==> src/rtl/mem_stage.sv <==
// mem_stage: MEM pipeline stage between EX and WB.
//   Holds one instruction from EX. A load/store waits for the data-SRAM response.
//   Load data is aligned and extended before a 150-bit bundle goes to WB.
//   A response that arrives while WB refuses is kept in a buffer.
// Ports:
//   clk, resetn                      clock (rising edge), async active-low reset
//   mem_allowin                      MEM can take an instruction from EX this cycle
//   ex_to_mem_valid / ex_to_mem_bus  instruction from EX (155 bits)
//   data_sram_data_ok / _rdata       single-cycle response pulse and its read data
//   wb_allowin                       WB can accept
//   mem_to_wb_valid / mem_to_wb_bus  completed instruction to WB (150 bits)
//   mem_to_id_bus                    forwarding/stall info to ID (39 bits)
// Configuration:
//   MEM_FWD_EN defined   -> mem_to_id_bus carries live forwarding data and a load-use block.
//   MEM_FWD_EN undefined -> mem_to_id_bus is tied to zero.
module mem_stage #(
  parameter int unsigned EX_BUS_W = 155,
  parameter int unsigned WB_BUS_W = 150
) (
  input  logic                clk,
  input  logic                resetn,
  output logic                mem_allowin,
  input  logic                ex_to_mem_valid,
  input  logic [EX_BUS_W-1:0] ex_to_mem_bus,
  input  logic                data_sram_data_ok,
  input  logic [31:0]         data_sram_rdata,
  input  logic                wb_allowin,
  output logic                mem_to_wb_valid,
  output logic [WB_BUS_W-1:0] mem_to_wb_bus,
  output logic [38:0]         mem_to_id_bus
);

  typedef struct packed {
    logic [31:0] pc;
    logic        rf_we;
    logic [4:0]  rf_waddr;
    logic [31:0] alu_result;
    logic        res_from_mem;
    logic [2:0]  mem_op;
    logic        mem_req;
    logic        csr_re;
    logic        csr_we;
    logic [13:0] csr_num;
    logic [31:0] csr_wmask;
    logic [31:0] csr_wvalue;
  } ex_bus_t;

  typedef enum logic [1:0] {S_EMPTY, S_WAIT, S_READY} state_e;

  state_e      state_q, state_d;
  ex_bus_t     ex_q, ex_d, ex_in;
  logic [31:0] buf_q, buf_d;

  logic        mem_valid;
  logic        data_ok_hit;
  logic        data_got;
  logic        mem_ready_go;
  logic [31:0] raw;
  logic [7:0]  ld_byte;
  logic [15:0] ld_half;
  logic [31:0] load_data;
  logic [31:0] rf_wdata;

  assign ex_in = ex_bus_t'(ex_to_mem_bus);

  // State register
  always_ff @(posedge clk or negedge resetn) begin
    if (!resetn) state_q <= S_EMPTY;
    else         state_q <= state_d;
  end

  // Latched instruction and response buffer
  always_ff @(posedge clk or negedge resetn) begin
    if (!resetn) begin
      ex_q  <= '0;
      buf_q <= '0;
    end else begin
      ex_q  <= ex_d;
      buf_q <= buf_d;
    end
  end

  // Next state and next data
  always_comb begin
    state_d = state_q;
    ex_d    = ex_q;
    buf_d   = buf_q;
    if (ex_to_mem_valid && mem_allowin) ex_d = ex_in;
    case (state_q)
      S_EMPTY: begin
        if (ex_to_mem_valid) state_d = ex_in.mem_req ? S_WAIT : S_READY;
      end
      S_WAIT: begin
        if (data_sram_data_ok) begin
          buf_d = data_sram_rdata;
          if (wb_allowin) begin
            if (ex_to_mem_valid) state_d = ex_in.mem_req ? S_WAIT : S_READY;
            else                 state_d = S_EMPTY;
          end else begin
            state_d = S_READY;
          end
        end
      end
      S_READY: begin
        if (wb_allowin) begin
          if (ex_to_mem_valid) state_d = ex_in.mem_req ? S_WAIT : S_READY;
          else                 state_d = S_EMPTY;
        end
      end
      default: state_d = S_EMPTY;
    endcase
  end

  // Handshake outputs; a response is usable in the very cycle it arrives
  always_comb begin
    mem_valid       = (state_q != S_EMPTY);
    data_ok_hit     = (state_q == S_WAIT) && data_sram_data_ok;
    data_got        = data_ok_hit || ((state_q == S_READY) && ex_q.mem_req);
    mem_ready_go    = !ex_q.mem_req || data_got;
    mem_allowin     = !mem_valid || (mem_ready_go && wb_allowin);
    mem_to_wb_valid = mem_valid && mem_ready_go;
  end

  // Load alignment and extension; off[0] is ignored for halfword ops
  always_comb begin
    raw = data_ok_hit ? data_sram_rdata : buf_q;
    case (ex_q.alu_result[1:0])
      2'd0:    ld_byte = raw[7:0];
      2'd1:    ld_byte = raw[15:8];
      2'd2:    ld_byte = raw[23:16];
      default: ld_byte = raw[31:24];
    endcase
    ld_half = ex_q.alu_result[1] ? raw[31:16] : raw[15:0];
    case (ex_q.mem_op)
      3'b000:  load_data = {{24{ld_byte[7]}}, ld_byte};
      3'b100:  load_data = {24'b0, ld_byte};
      3'b001:  load_data = {{16{ld_half[15]}}, ld_half};
      3'b101:  load_data = {16'b0, ld_half};
      default: load_data = raw;
    endcase
    rf_wdata = ex_q.res_from_mem ? load_data : ex_q.alu_result;
  end

  assign mem_to_wb_bus = {ex_q.rf_we, ex_q.rf_waddr, rf_wdata, ex_q.pc,
                          ex_q.csr_re, ex_q.csr_we, ex_q.csr_num,
                          ex_q.csr_wmask, ex_q.csr_wvalue};

`ifdef MEM_FWD_EN
  // Load-use: ID must stall while a load in MEM has no data yet
  assign mem_to_id_bus = {mem_valid && ex_q.rf_we, ex_q.rf_waddr, rf_wdata,
                          mem_valid && ex_q.res_from_mem && !mem_ready_go};
`else
  assign mem_to_id_bus = 39'b0;
`endif

endmodule

==> config.mk <==
export PLATFORM = sky130hd
export DESIGN_NAME = mem_stage
export DESIGN_NICKNAME = d
export VERILOG_FILES = /design/src/rtl/mem_stage.sv
export SDC_FILE = /design/constraint.sdc
export NUM_CORES = 1
export LEC_CHECK = 0
export BUFFER_PORTS_ARGS = -buffer_cell sky130_fd_sc_hd__buf_4
export CORE_MARGIN = 5
export CORE_UTILIZATION = 30
export DETAILED_ROUTE_END_ITERATION = 16
export PLACE_DENSITY = 0.58
export SLEW_MARGIN = 20
export SYNTH_ARGS = -nofsm -noshare
export SYNTH_HDL_FRONTEND = slang
export SYNTH_SLANG_ARGS = --single-unit
==> constraint.sdc <==
create_clock -name clk -period 6.4 [get_ports clk]
set_clock_uncertainty 0.15 [all_clocks]
set_input_delay 0.64 -clock clk [delete_from_list [all_inputs] [get_ports clk]]
set_output_delay 0.64 -clock clk [all_outputs]
set_load 0.01 [all_outputs]
==> summary.md <==
| Metric | Value |
|---|---|
| R2R Path Start | state_q[0] |
| P_int | 2740 uW |
| Worst VDD drop | 0.158 mV |
| Net Sw Frac | 0.328 |
| Nets | 1143 |
| Ranking of synthesized cells by area | dfrtp_1 (52%), mux2_2 (24%), buf_4 (13%) |
| Vias per inst | 4.38 |
| Fin crit period | 3720 ps |
| Area leader, netlist | dfrtp_1 |
| Initial core utilization | 0.302 |
| CP Launch Type | flip-flop |
| Ys flop type | dfrtp_1 |
| N_diodes | 0 |
| Core Util, Final | 0.383 |
| Post-CTS resize count | 0 |
| Comb pwr share | 0.344 |
| Most frequent cell after synthesis | mux2_2 |
| Die Y | 185 um |
| Inserted Clock Buffers | 17 |
| Layout cells sized above 1 | 0.610 |
| Clock share of power | 0.253 |
| Post-synth EDFFs | 0 |
| Inst Count DP | 1328 |
| Seq/Total Area, Yosys | 0.515 |
| Die area | 34200 um2 |
| Clock Latency Late Sink | 420 ps |
| Synth Cell Area | 9180 um2 |
| Tcrit/Tclk final | 0.582 |
| Fin Setup TNS | 0 ps |
| CP startpoint | state_q[0] |
| Grt ovf | 0 |
| Residual antenna-violating net count after detailed routing | 0 |
| Hold Crit Class | input pin to asynchronous set/reset pin |
| Reg-to-reg endpoint | mem_to_wb_bus[99] |
| Clk slew on worst S/H paths | 70 ps |
| Synth Warn # | 0 |
| Final hold vios | 0 |
| Max cap viols | 0 |
| Critical path class | flip-flop to output pin |
| Number of global-route vias before repair | 6363 |
| Sequential power share | 0.403 |
| Non-filler instance count after layout | 1360 |
| Syn Area/Cell | 12.4 um2 |
| Commonest cells post-synth | mux2_2 (194), dfrtp_1 (189), buf_4 (158) |
| DR WL/cell | 18.4 um |
| Largest net degree at the start of global routing | 108 |
| Number of port buffers | 343 |
| Area Overhead vs Synth | 27.0% |
| DP Wirelength | 18.7 mm |
| GRT Total Usage | 0.143 |
| Unique masters post-synth | 37 |
| GP Congestion | 0.798 |
| Worst-Margin Slew | 963 ps |
| Worst Path Required | 5610 ps |
| CTS root buffer | clkbuf_16 |
| Via count | 5955 |
| Flop-to-flop setup slack | 3800 ps |
| Slew Viols, Final | 0 |
| DRC viols | 0 |
| Arr. time, crit path | 2930 ps |
| Antenna violations before repair | 1 |
| Htree depth | 4 |
| First-pass GRT wire length | 37.5 mm |
| Power density cells | 349 nW/um2 |
| RSZ-0062 raised after global routing | false |
| Async set or reset register ratio after synthesis | 1.00 |
| CTS Hold Buffers Added | 0 |
| Setup violations, final | 0 |
| # rows | 64 |
| I/O Pins | 383 |
| Flops & latches, synth | 189 |
| Drt first pass iters | 4 |
| Total core area | 30400 um2 |
| Cell depth of the worst flop-to-flop path | 5 |
| Crit end category | output pin |
| Yosys top cell area share | 0.515 |
| Status | finished, final reports clean |
| Fmax | 269 MHz |
| Post-synthesis cell count | 738 |
| Clock Tree Buf Depth | 2 |
| Max_slew headroom | 0.358 |
| Drt initial violations | 235 |
| Max FO, Critical Path | 36 |
| Sink Count | 189 |
| CTS tree | done |
| Setup bufs post-CTS | 0 |
| Leakage power | 0.00545 uW |
| Die X | 185 um |
| Fill count | 3032 |
| Sw Pwr | 1330 uW |
| Post-Route WL | 25.1 mm |
-- registers in the layout (all words and copies together) (netlist names) --
name / count
buf_q: 32
ex_q: 37
mem_to_wb_bus: 118
state_q: 2
-- worst max-delay path, stage by stage, from the launching register on --
cell	delay, ps
dfrtp_1	460
nand3b_1	120
buf_4	410
mux2i_1	200
and3_1	230
a2111oi_4	710
a21oi_1	180
buf_4	190
-- logic make-up (layout without fill, tap and decap cells) --
| kind of cell | Yosys count | count (layout) | synth area share |
|---|---|---|---|
| other | 1 | 39 | 0.000408 |
| AOI/OAI and AO/OA | 65 | 65 | 0.0493 |
| and+or+nand+nor | 83 | 83 | 0.0386 |
| muxes | 201 | 201 | 0.246 |
| DFF | 189 | 189 | 0.515 |
| buffers and inverters | 199 | 387 | 0.150 |
-- through the flow --
step,area [um2],setup slack (ps),hold slack [ps],total power [uW]
after detailed placement,11100,2820,331,3080
after floorplan,9320,3670,194,2610
after global routing,11700,2500,179,4330
after global placement,11100,2870,324,3060
after CTS,11700,2640,156,4140
final,11700,2680,140,4070
-- routing by layer --
| metal | vias up | GRT usage | part of all wire |
|---|---|---|---|
| li1 | 2743 | - | - |
| met1 | 2934 | 0.176 | 0.39 |
| met2 | 257 | 0.237 | 0.50 |
| met3 | 19 | 0.0566 | 0.094 |
| met4 | 2 | 0.0373 | 0.014 |
| met5 | - | 0 | 0.00028 |
-- cell type report --
cell class                      instances  area, um2  area share
Clock inverter                         15        133      0.0114
Clock buffer                           17        425      0.0365
Inverter                                7       26.3     0.00225
Sequential cell                       189       4730       0.406
Multi-Input combinational cell        388       3220       0.276
Timing Repair Buffer                  348       2630       0.226
Tap cell                              396        495      0.0425
-- cell usage in the layout, fill, tap and decap left out, types with 2 or more instances in the layout --
cell type   Yosys  routed
a31oi_1         2       2
o22ai_1         8       8
conb_1          1      39
nand3b_1        2       2
inv_6           0       3
inv_8           0       3
mux2_2        194     194
nor2_1         35      35
mux2i_1         6       6
a21oi_2        10      10
o21ai_0         7       7
nand2b_1       11      11
nand2_1        31      30
dfrtp_1       189     189
inv_1           7       7
a21oi_1        20      20
clkbuf_16       0      17
clkinvlp_4      0       2
clkinv_4        0       6
o2111ai_1       2       2
a211oi_1        5       5
buf_4         158     346
-- worst max path at each step --
stage / endpoint / cells past startpoint
after floorplan: mem_to_wb_bus[132] / 7
after global placement: mem_to_wb_bus[125] / 8
after detailed placement: mem_to_wb_bus[122] / 8
after CTS: mem_to_wb_bus[122] / 7
after global routing: mem_to_wb_bus[126] / 7
final: mem_to_wb_bus[123] / 7
-- power by group through the flow --
stage	Combinational [uW]	Clock, uW	Sequential (uW)
after global routing	1520	1130	1680
after global placement	1410	0	1650
after detailed placement	1420	0	1660
final	1400	1030	1640
after floorplan	1020	0	1590
after CTS	1420	1070	1640
Power figures use the tool's default switching activity.
